<file path="src/rtl/vram_pkg.sv">
// Shared definitions for the VRAM read path: response codes, window base,
// read-slave state encoding and the buffered beat format.
package vram_pkg;

  localparam logic [1:0]  RESP_OKAY   = 2'b00;
  localparam logic [1:0]  RESP_SLVERR = 2'b10;
  localparam logic [31:0] VRAM_BASE   = 32'h2000_0000;
  localparam int          FIFO_DEPTH  = 3;

  typedef enum logic {
    ST_IDLE,
    ST_BURST
  } rd_state_t;

  typedef struct packed {
    logic        last;
    logic [1:0]  resp;
    logic [31:0] data;
  } beat_t;

endpackage

</file>
<file path="src/rtl/vram_rd_fifo.sv">
// Three-entry beat buffer between the RAM return path and the R channel.
// The head entry is presented directly so it stays stable while stalled.
module vram_rd_fifo
  import vram_pkg::*;
(
  input  logic       ACLK,
  input  logic       ARST,
  input  logic       push,
  input  beat_t      push_beat,
  input  logic       pop,
  output beat_t      head,
  output logic [1:0] count,
  output logic       empty
);

  beat_t      mem [FIFO_DEPTH];
  logic [1:0] wr_ptr;
  logic [1:0] rd_ptr;

  function automatic logic [1:0] ptr_inc(input logic [1:0] p);
    return (p == 2'd2) ? 2'd0 : p + 2'd1;
  endfunction

  always_ff @(posedge ACLK) begin
    if (ARST) begin
      wr_ptr <= '0;
      rd_ptr <= '0;
      count  <= '0;
      for (int i = 0; i < FIFO_DEPTH; i++) mem[i] <= '0;
    end else begin
      if (push) begin
        mem[wr_ptr] <= push_beat;
        wr_ptr      <= ptr_inc(wr_ptr);
      end
      if (pop) rd_ptr <= ptr_inc(rd_ptr);
      // Simultaneous push and pop leaves the occupancy unchanged.
      case ({push, pop})
        2'b10:   count <= count + 2'd1;
        2'b01:   count <= count - 2'd1;
        default: count <= count;
      endcase
    end
  end

  assign head  = mem[rd_ptr];
  assign empty = (count == 2'd0);

endmodule

</file>
<file path="src/rtl/vram_axi_rdslave.sv">
// AXI4 read-only slave serving fixed-length INCR bursts from a synchronous
// single-port VRAM with one cycle of read latency.
module vram_axi_rdslave
  import vram_pkg::*;
#(
  parameter logic [31:0] BASE_ADDR = VRAM_BASE,
  parameter int          MEM_AW    = 18,
  parameter int          BURST_LEN = 64
) (
  input  logic              ACLK,
  input  logic              ARST,
  input  logic [31:0]       ARADDR,
  input  logic              ARVALID,
  output logic              ARREADY,
  output logic [31:0]       RDATA,
  output logic [1:0]        RRESP,
  output logic              RLAST,
  output logic              RVALID,
  input  logic              RREADY,
  output logic [MEM_AW-1:0] MEM_ADDR,
  output logic              MEM_RE,
  input  logic [31:0]       MEM_RDATA
);

  localparam int CNT_W = $clog2(BURST_LEN + 1);

  rd_state_t         state;
  rd_state_t         state_next;
  logic              arready_q;
  logic [MEM_AW-1:0] ptr;
  logic [CNT_W-1:0]  issue_cnt;
  logic              err;
  logic              inflight;
  logic              inflight_last;
  logic              issue;
  logic              ar_hs;
  logic              r_hs;
  beat_t             head;
  beat_t             push_beat;
  logic [1:0]        fifo_count;
  logic              fifo_empty;
  logic              unused_addr_bits;

  assign unused_addr_bits = ^ARADDR[1:0];

  assign ar_hs = (state == ST_IDLE) && arready_q && ARVALID;
  assign r_hs  = !fifo_empty && RREADY;

  // Buffered plus in-flight words are capped at the FIFO depth, so every
  // issued read always has a slot waiting for it.
  always_comb begin
    state_next = state;
    issue      = 1'b0;
    case (state)
      ST_IDLE: begin
        if (ar_hs) state_next = ST_BURST;
      end
      ST_BURST: begin
        issue = (issue_cnt < CNT_W'(BURST_LEN)) &&
                (({1'b0, fifo_count} + {2'b00, inflight}) < 3'd3);
        if (r_hs && head.last) state_next = ST_IDLE;
      end
      default: state_next = ST_IDLE;
    endcase
  end

  always_ff @(posedge ACLK) begin
    if (ARST) begin
      state         <= ST_IDLE;
      arready_q     <= 1'b0;
      ptr           <= '0;
      issue_cnt     <= '0;
      err           <= 1'b0;
      inflight      <= 1'b0;
      inflight_last <= 1'b0;
    end else begin
      state     <= state_next;
      arready_q <= (state_next == ST_IDLE);
      if (ar_hs) begin
        ptr       <= ARADDR[MEM_AW+1:2];
        issue_cnt <= '0;
        err       <= (ARADDR[31:MEM_AW+2] != BASE_ADDR[31:MEM_AW+2]);
      end else if (issue) begin
        ptr       <= ptr + MEM_AW'(1);
        issue_cnt <= issue_cnt + CNT_W'(1);
      end
      inflight      <= issue;
      inflight_last <= issue && (issue_cnt == CNT_W'(BURST_LEN - 1));
    end
  end

  // Out-of-window bursts push zero words on the same schedule as real reads.
  always_comb begin
    push_beat.last = inflight_last;
    push_beat.resp = err ? RESP_SLVERR : RESP_OKAY;
    push_beat.data = err ? 32'h0 : MEM_RDATA;
  end

  vram_rd_fifo u_fifo (
    .ACLK      (ACLK),
    .ARST      (ARST),
    .push      (inflight),
    .push_beat (push_beat),
    .pop       (r_hs),
    .head      (head),
    .count     (fifo_count),
    .empty     (fifo_empty)
  );

  assign ARREADY  = arready_q && !ARST;
  assign RVALID   = !fifo_empty && !ARST;
  assign RDATA    = ARST ? 32'h0 : head.data;
  assign RRESP    = ARST ? RESP_OKAY : head.resp;
  assign RLAST    = head.last && !ARST;
  assign MEM_RE   = issue && !err && !ARST;
  assign MEM_ADDR = ARST ? '0 : ptr;

endmodule

</file>
<file path="config.mk">
export PLATFORM = sky130hd
export DESIGN_NAME = vram_axi_rdslave
export DESIGN_NICKNAME = d
export VERILOG_FILES = /design/src/rtl/vram_pkg.sv /design/src/rtl/vram_rd_fifo.sv /design/src/rtl/vram_axi_rdslave.sv
export SDC_FILE = /design/constraint.sdc
export NUM_CORES = 1
export LEC_CHECK = 0
export CAP_MARGIN = 20
export CORE_MARGIN = 2
export CORE_UTILIZATION = 25
export CTS_BUF_LIST = sky130_fd_sc_hd__clkbuf_8
export DETAILED_ROUTE_END_ITERATION = 6
export GPL_TIMING_DRIVEN = 0
export HOLD_SLACK_MARGIN = 0.08
export PLACE_DENSITY = 0.5
export SLEW_MARGIN = 20
export SYNTH_ARGS = -nofsm -noshare
export SYNTH_HDL_FRONTEND = slang
export SYNTH_HIERARCHICAL = 1
export SYNTH_SLANG_ARGS = --single-unit
</file>
<file path="constraint.sdc">
create_clock -name ACLK -period 2.6 [get_ports ACLK]
set_input_delay 0.52 -clock ACLK [delete_from_list [all_inputs] [get_ports ACLK]]
set_output_delay 0.52 -clock ACLK [all_outputs]
set_load 0.005 [all_outputs]
</file>
## After elaboration in Yosys (flattened, before gate mapping)

Memories as Yosys holds them, arrays and structs flattened. A register that Yosys moved wholly into a read port is not among the register bits.
Cells that the tools add are included.

| operators by class | value |
|---|---|
| magnitude comparators | 2 |
| $add $sub $neg | 7 |
| equality and inequality tests | 6 |
| divide/modulo/power cells | 0 |
| reductions and logical operators | 19 |
| multiply operators | 0 |
| bitwise operators | 2 |
| muxes and demuxes | 24 |
| shift-type cells | 0 |

Operators with widths:

| kind | number |
|---|---|
| 2-to-1 mux 32 bit | 2 |
| 2-to-1 mux 18 bit | 3 |
| 2-to-1 mux 35 bit | 1 |
| OR reduction 35 bit | 1 |
| adder 18 x 1 -> 18 bit (second input constant) | 1 |
| 2-to-1 mux 2 bit | 7 |
| != test 12 x 10 -> 1 bit (second input constant) | 1 |
| logical AND 1 bit | 11 |
| 2-to-1 mux 1 bit | 9 |
| adder 7 x 1 -> 7 bit (second input constant) | 1 |
| equality test 7 x 6 -> 1 bit (second input constant) | 1 |
| less-than comparator 7 bit (second input constant) | 1 |
| adder 2 x 1 -> 2 bit (second input constant) | 3 |
| equality test 2 bit (second input constant) | 3 |
| one-hot mux 2 bit (2 select lines) | 1 |
| nonzero test 2 bit | 2 |
| adder 2 x 1 -> 3 bit | 1 |
| logical NOT 1 bit | 3 |
| less-than comparator 3 x 2 -> 1 bit (second input constant) | 1 |
| equality test 2 x 1 -> 1 bit (second input constant) | 1 |
| logical NOT 2 bit | 1 |
| inverter 1 bit | 2 |
| one-hot mux 1 bit (2 select lines) | 1 |
| OR reduction 2 bit | 1 |
| subtractor 2 x 1 -> 2 bit (second input constant) | 1 |

| word-level totals | value |
|---|---|
| RAM bits | 105 |
| register bits | 36 |
| word-level logic and storage cells | 71 |
| ROM bits | 0 |
| output and inout port bits | 56 |
| memories kept | 1 |
| latch bits | 0 |

Memories:

| memory | depth | width | read ports | clocked after Yosys merged registers in | write ports | line | source |
|---|---|---|---|---|---|---|---|
| u_fifo.mem | 3 | 35 | 1 | 1 | 3 | vram_rd_fifo.sv:16 | `beat_t mem [FIFO_DEPTH];` |

## Logic depth before layout (Yosys ltp)

Gate-level depths: netlist (run 1).

| logic depth | value |
|---|---|
| depth in word-level cells | 7 |
| mapped depth | 8 |

## By module

The synthesis (run 1) kept the hierarchy.

Modules (own cells, without submodules):

| module | instances | cells each | area an instance (um^2) |
|---|---|---|---|
| vram_rd_fifo | 1 | 338 | 6,238.5 |
| vram_axi_rdslave | 1 | 291 | 2,144.6 |

## Worst setup path after synthesis (run 1)

OpenSTA, ideal clock, no wires.

| timing | value |
|---|---|
| kind | flip-flop to flip-flop |
| from | register u_fifo.wr_ptr[1] |
| to | memory u_fifo/mem[2][0] in the netlist's numbering, enable pin |
| path slack | -0.066 ns |
| path buffers | 0 |
| stages on the path, launching flop included | 3 |
| clock period less this slack | 2.666 ns |
| data required time | 2.165 ns |
| data arrival time | 2.231 ns |
| cells stage by stage | dfxtp_1 -> inv_2 -> o21bai_1 |

RTL lines:

| what | line | source |
|---|---|---|
| start: declaration | vram_rd_fifo.sv:17 | `logic [1:0] wr_ptr;` |
| start signal: assignment | vram_rd_fifo.sv:33 | `wr_ptr <= ptr_inc(wr_ptr);` |
| end: declaration | vram_rd_fifo.sv:16 |  |

==> results.cfg, run 1 <==
[status]
outcome = complete, but fails checks
failed_checks = negative setup slack

[setup_path]
r2r_slack_ps = 130
endpoint_of_the_lowest_slack_register_to_register_path = ptr[13]
cp.arrival_ps = 2080
path_max_fanout = 4
required_ps = 2080
rr_worst_depth = 8
timing.critical_path.to_type = primary output
criticalPathCategory = reg2out
setup.worst_path.end = RDATA[11]
r2r_start = inflight
category_of_the_worst_setup_path_launch_point = register

[drt]
dr_wl_met3_um = 1100
drc = 0
vias = 5399
wire_per_inst_um = 17.2
route.antenna.remaining_nets = 0
routed-wl-met2_um = 10600
detail_route.wirelength.met1_um = 9720
route.top_layer_used = met4
detailed_routing_iterations_pass_1 = 4
detail_route.wirelength_um = 21600
detail_route.iter0.violations = 325
avgViaCountPerCell = 4.29

[sta]
grt_setup_unrepaired = true
min_period_ps = 2600
number_of_pins_with_negative_max_slew_slack_in_the_final_report = 0
final_min_period_over_clock_period = 1.00
finalWorstSetupSlack_ps = -4.45
report.final.hold_viol_count = 0
worst_clock_skew_ps = 19.6
holdWs_ps = 484
worst_slew_margin_rel = 0.499
tightest_slew_ps = 749
max_freq_mhz = 384
setup_violations = 1

[floorplanning]
core_um2 = 33300
i_o_pin_cnt = 124
design.die.area_um2 = 35000
initial_utilization = 0.252
die_width_um = 187
floorplan.die.height_um = 187
row_count = 67

[synth]
yosys.area.top_type_share = 0.501
postSynthRegisterBits = 178
yosys_warnings = 6
synthDistinctLibCells = 51
yosys.area.top_type = sky130_fd_sc_hd__edfxtp_1
post_synth_edffs = 140
netlist_instances = 629
post_synth_main_area_contributors = sky130_fd_sc_hd__edfxtp_1 (50%), sky130_fd_sc_hd__mux4_2 (9.4%), sky130_fd_sc_hd__dfxtp_1 (9.1%), sky130_fd_sc_hd__and2_1 (8.0%), sky130_fd_sc_hd__nor2b_1 (6.3%)
post_synth.cell_area_avg_um2 = 13.3
synth_top_flop_cell = sky130_fd_sc_hd__edfxtp_1
seq_area_frac_synth = 0.592
netlist_area_um2 = 8380
synthArstFlopShare = 0

[global_routing]
groute.usage.overall = 0.127
grt_pass1_wl_um = 33300
maximum_number_of_pins_on_one_net_before_global_route_repair = 24
vias_in_the_first_global_route = 5672
global_route.overflow_total = 0
initial_antenna_violation_count = 0

[layout]
final_cell_mix = sky130_fd_sc_hd__edfxtp_1 (140), sky130_fd_sc_hd__and2_1 (107), sky130_fd_sc_hd__clkdlybuf4s50_1 (84)
drive_gt1_frac = 0.226
syn_to_final_growth_pct = 31.4
register_area_um2 = 4970
layout_commonest_cell = sky130_fd_sc_hd__edfxtp_1
finalNonFillerCells = 1258
total_area_of_multi_input_combinational_cells_um2 = 3200
n_fill_cell = 3335
finish.net_count = 870
antennaDiodeCount = 0

[placement]
dp_cells = 1206
dp_hpwl_um = 14500
final_estimated_routing_congestion_in_global_placement = 0.785
port_buffers = 121

[clock_tree]
cts_max_level = 4
cts.reportedPaths.clkPinSlew_ps = 100
worstSkewPairLatency_ps = 460
cts-buffers-inserted = 17
ctsLongestPathBuffers = 2
cts_root_buffer_type = sky130_fd_sc_hd__clkbuf_8
tritoncts = yes
clkSinkCount = 178

[pwr]
power.leakage_nw = 3.85
total_power_mw = 6.19
powerDensity_nw_per_um2 = 562
vdd_ir_drop_max_uv = 257

[min_path]
hp-class = reg2reg
number_of_stages_on_the_worst_hold_path = 2

[run]
timing.max_cap.violations = 0
stage by stage:
step	setup TNS, ps	worst slack, ps	instance area [um2]	util
finish	-4.45	-4.45	11000	0.331
global route	-657	-92.7	11000	0.331
CTS	-739	-88.3	11000	0.331
detailed placement	-51630	-1300	10300	0.310
global placement	-131620	-1320	10200	0.306
floorplan	0	192	8400	-
synth_stat cells, types with 4 or more instances:
cell type / number
sky130_fd_sc_hd__a211oi_1: 7
sky130_fd_sc_hd__a21oi_1: 9
sky130_fd_sc_hd__a311oi_1: 7
sky130_fd_sc_hd__a31oi_1: 4
sky130_fd_sc_hd__and2_1: 107
sky130_fd_sc_hd__buf_1: 5
sky130_fd_sc_hd__buf_2: 4
sky130_fd_sc_hd__buf_6: 12
sky130_fd_sc_hd__clkbuf_1: 14
sky130_fd_sc_hd__dfxtp_1: 38
sky130_fd_sc_hd__edfxtp_1: 140
sky130_fd_sc_hd__ha_1: 5
sky130_fd_sc_hd__inv_1: 7
sky130_fd_sc_hd__mux4_2: 35
sky130_fd_sc_hd__nand2_1: 17
sky130_fd_sc_hd__nand3_1: 15
sky130_fd_sc_hd__nand4_1: 4
sky130_fd_sc_hd__nor2_1: 35
sky130_fd_sc_hd__nor2b_1: 85
sky130_fd_sc_hd__nor3_1: 5
sky130_fd_sc_hd__nor4_1: 7
sky130_fd_sc_hd__o21ai_0: 5
sky130_fd_sc_hd__or3_1: 8
sky130_fd_sc_hd__xnor2_1: 11
power by group:
| part | internal, mW | switching (mW) | total (mW) | leakage (nW) |
|---|---|---|---|---|
| logic | 0.526 | 0.400 | 0.926 | 1.93 |
| clock network | 0.834 | 1.19 | 2.03 | 0.213 |
| registers | 3.18 | 0.0634 | 3.24 | 1.72 |
metal layers:
layer  up-vias  track usage
li1       2616            -
met1      2615        0.164
met2       153        0.213
met3        15       0.0285
met4         0       0.0336
met5         -            0
worst min-delay path by stage:
stage	start	slack, ps	end
after global routing	issue_cnt[1]	510	issue_cnt[1]
after floorplan	inflight_last	430	u_fifo/mem[3][34]
after detailed placement	issue_cnt[6]	460	issue_cnt[6]
after global placement	issue_cnt[6]	450	issue_cnt[6]
final	issue_cnt[6]	480	issue_cnt[6]
after CTS	issue_cnt[1]	490	issue_cnt[1]
cell type report:
type                            count  share of cell area
Sequential cell                   178               0.451
Multi-Input combinational cell    406               0.290
Timing Repair Buffer              146               0.133
Tap cell                          448              0.0509
Buffer                             40              0.0329
Clock buffer                       17              0.0212
Clock inverter                     15              0.0181
Inverter                            8             0.00273
state kept, by name, summed over array words and instances (netlist names), named ones only:
name	flops
inflight	1
u_fifo/count	2
err	1
arready_q	1
issue_cnt	7
u_fifo/mem	140
ptr	18
u_fifo/wr_ptr	2
state	1
inflight_last	1
u_fifo/rd_ptr	2
what timing repair did:
item	CTS	global route
gates cloned	4	0
resized for setup	165	23
setup buffers	14	4
endpoints found under the hold margin	0	0
endpoints found under the setup margin	56	34
hold buffers	0	0
pin swaps	2	2
kinds of logic after synthesis:
family / share of synthesized area
AND/OR/NAND/NOR: 0.217
AO/OA/AOI/OAI: 0.0337
other: 0.000447
flip-flops: 0.592
adder cells (fa/ha/maj): 0.00746
XOR/XNOR: 0.0146
buffers and inverters: 0.0393
multiplexers: 0.0954
critical path: stages, from the launching register on:
cell,delay [ps]
sky130_fd_sc_hd__dfxtp_2,370
sky130_fd_sc_hd__buf_12,120
sky130_fd_sc_hd__buf_12,120
sky130_fd_sc_hd__buf_12,120
sky130_fd_sc_hd__buf_6,100
sky130_fd_sc_hd__mux4_2,500
sky130_fd_sc_hd__nor2b_1,140
sky130_fd_sc_hd__buf_2,130
Note: power is estimated with default switching activity, not from simulation.
==> inputs of run 2 (changes only) <==
clock period = 2.3 ns   (was 2.6 ns; I/O delays follow)
==> results.cfg, run 2 (synthesis results as in run 1) <==
[drt]
detail_route.iter0.violations = 304
detail_route.wirelength_um = 21400
avgViaCountPerCell = 4.32
drc = 0
detailed_routing_iterations_pass_1 = 4
wire_per_inst_um = 16.9
vias = 5456
route.antenna.remaining_nets = 0

[sta]
holdWs_ps = 410
max_freq_mhz = 410
number_of_pins_with_negative_max_slew_slack_in_the_final_report = 0
tightest_slew_ps = 781
report.final.hold_viol_count = 0
worst_slew_margin_rel = 0.478
min_period_ps = 2440
final_min_period_over_clock_period = 1.06
grt_setup_unrepaired = true
setup_violations = 32
finalSetupTns_ps = -1960
worst_clock_skew_ps = 17.9
finalWorstSetupSlack_ps = -140

[clock_tree]
clkSinkCount = 178
cts_max_level = 4
worstSkewPairLatency_ps = 460
cts-buffers-inserted = 17
ctsLongestPathBuffers = 2
tritoncts = yes
cts_root_buffer_type = sky130_fd_sc_hd__clkbuf_8
cts.reportedPaths.clkPinSlew_ps = 100

[layout]
antennaDiodeCount = 0
largest_register_ff_count = 140
final_cell_mix = sky130_fd_sc_hd__edfxtp_1 (140), sky130_fd_sc_hd__and2_1 (107), sky130_fd_sc_hd__clkdlybuf4s50_1 (80)
reg_top3 = u_fifo/mem: 140 flops, ptr: 18 flops, issue_cnt: 7 flops
layout.core_utilization = 0.338
total_area_of_multi_input_combinational_cells_um2 = 3430
register_area_um2 = 4980
n_fill_cell = 3382
syn_to_final_growth_pct = 34.2
drive_gt1_frac = 0.273
layout_commonest_cell = sky130_fd_sc_hd__edfxtp_1
finish.net_count = 876
finalNonFillerCells = 1264
registers.top_by_ff_count = u_fifo/mem
final_design_area_no_fill_um2 = 11300

[global_routing]
maximum_number_of_pins_on_one_net_before_global_route_repair = 36
groute.usage.overall = 0.125
grt_pass1_wl_um = 33000
initial_antenna_violation_count = 0
vias_in_the_first_global_route = 5621
global_route.overflow_total = 0

[setup_path]
r2r_start = inflight
path_max_fanout = 8
cp.arrival_ps = 1980
criticalPathCategory = reg2out
rr_worst_depth = 8
path_cells = buf_12 > buf_12 > buf_6 > mux4_2 > nor2b_4 > buf_2
critPathSlowestCell = sky130_fd_sc_hd__mux4_2
endpoint_of_the_lowest_slack_register_to_register_path = ptr[10]
timing.critical_path.to_type = primary output
worstSetupPathDepth = 6
cp_top_family = buffers and inverters
r2r_slack_ps = -40
required_ps = 1840
critical_path_buffer_and_inverter_count = 4
worst_path_largest_cell_delay_ps = 490
category_of_the_worst_setup_path_launch_point = register
path_common_cell = sky130_fd_sc_hd__buf_12

[status]
outcome = complete, but fails checks
failed_checks = negative setup slack

[placement]
final_estimated_routing_congestion_in_global_placement = 0.774
placement.cell_area_um2 = 10400
pre_cts_ws_ps = -1330
dp_hpwl_um = 13900
port_buffers = 121
dp_cells = 1206

[min_path]
hold-path-endpoint = u_fifo/wr_ptr[1]
hold_path.startpoint = ARST
hp-class = in2reg
number_of_stages_on_the_worst_hold_path = 3

[pwr]
powerDensity_nw_per_um2 = 606
power.leakage_nw = 3.98
total_power_mw = 6.82
vdd_ir_drop_max_uv = 363

[run]
timing.max_cap.violations = 0

[floorplanning]
floorplan.die.height_um = 187
core_um2 = 33300
row_count = 67
die_width_um = 187
initial_utilization = 0.252
i_o_pin_cnt = 124
design.die.area_um2 = 35000
[run 2: changes by cell type in the layout (fill, tap and decap cells not counted), moves of 4 or more]
cell / before / now
sky130_fd_sc_hd__nor2b_1: 76 / 58
sky130_fd_sc_hd__nor2b_4: 6 / 23
sky130_fd_sc_hd__buf_6: 20 / 34
sky130_fd_sc_hd__clkbuf_2: 11 / 3
sky130_fd_sc_hd__buf_4: 9 / 15
sky130_fd_sc_hd__buf_12: 11 / 7
sky130_fd_sc_hd__clkdlybuf4s50_1: 84 / 80
sky130_fd_sc_hd__clkinv_8: 5 / 1
[run 2: worst max-delay path by stage]
stage                        start        end  slack, ps
after CTS                 register  RDATA[13]       -180
after global routing      register  RDATA[13]       -220
after floorplan           inflight    ptr[13]        -40
after global placement        ARST     RVALID      -1370
after detailed placement      ARST     RVALID      -1330
final                     register  RDATA[13]       -140
[run 2: area by class of cell]
| type | count | area share |
|---|---|---|
| sequential | 178 | 0.442 |
| timing repair buffer | 154 | 0.134 |
| buffer | 37 | 0.0331 |
| inverter | 8 | 0.00267 |
| clock inverter | 15 | 0.0125 |
| tap | 448 | 0.0498 |
| clock buffer | 17 | 0.0208 |
| multi-input combinational | 407 | 0.305 |
[run 2: routing by layer]
metal | track usage | share of wire
met5 | 0 | 0
met2 | 0.209 | 0.49
met1 | 0.166 | 0.46
met3 | 0.0280 | 0.049
met4 | 0.0232 | 0.0074
[run 2: where the power goes]
group          internal, mW  switching, mW
Combinational         0.623          0.460
Sequential             3.59         0.0745
Clock                 0.798           1.27
[run 2: what timing repair did]
action / 4_1_cts / 5_1_grt
gates cloned: 4 / 0
endpoints found under the setup margin: 62 / 47
hold buffers: 0 / 0
setup buffers: 25 / 3
pin swaps: 5 / 3
gates resized for setup: 247 / 23
[run 2: tightest hold or removal path, stage by stage]
cell and delay [ps]:
sky130_fd_sc_hd__buf_2 150, sky130_fd_sc_hd__buf_6 160, sky130_fd_sc_hd__nor2_1 50
==> inputs of run 3 (changes only) <==
GPL_ROUTABILITY_DRIVEN = 1   (was not set)
==> results of run 3 <==
Final layout, timing and power as in run 2 (identical DEF).
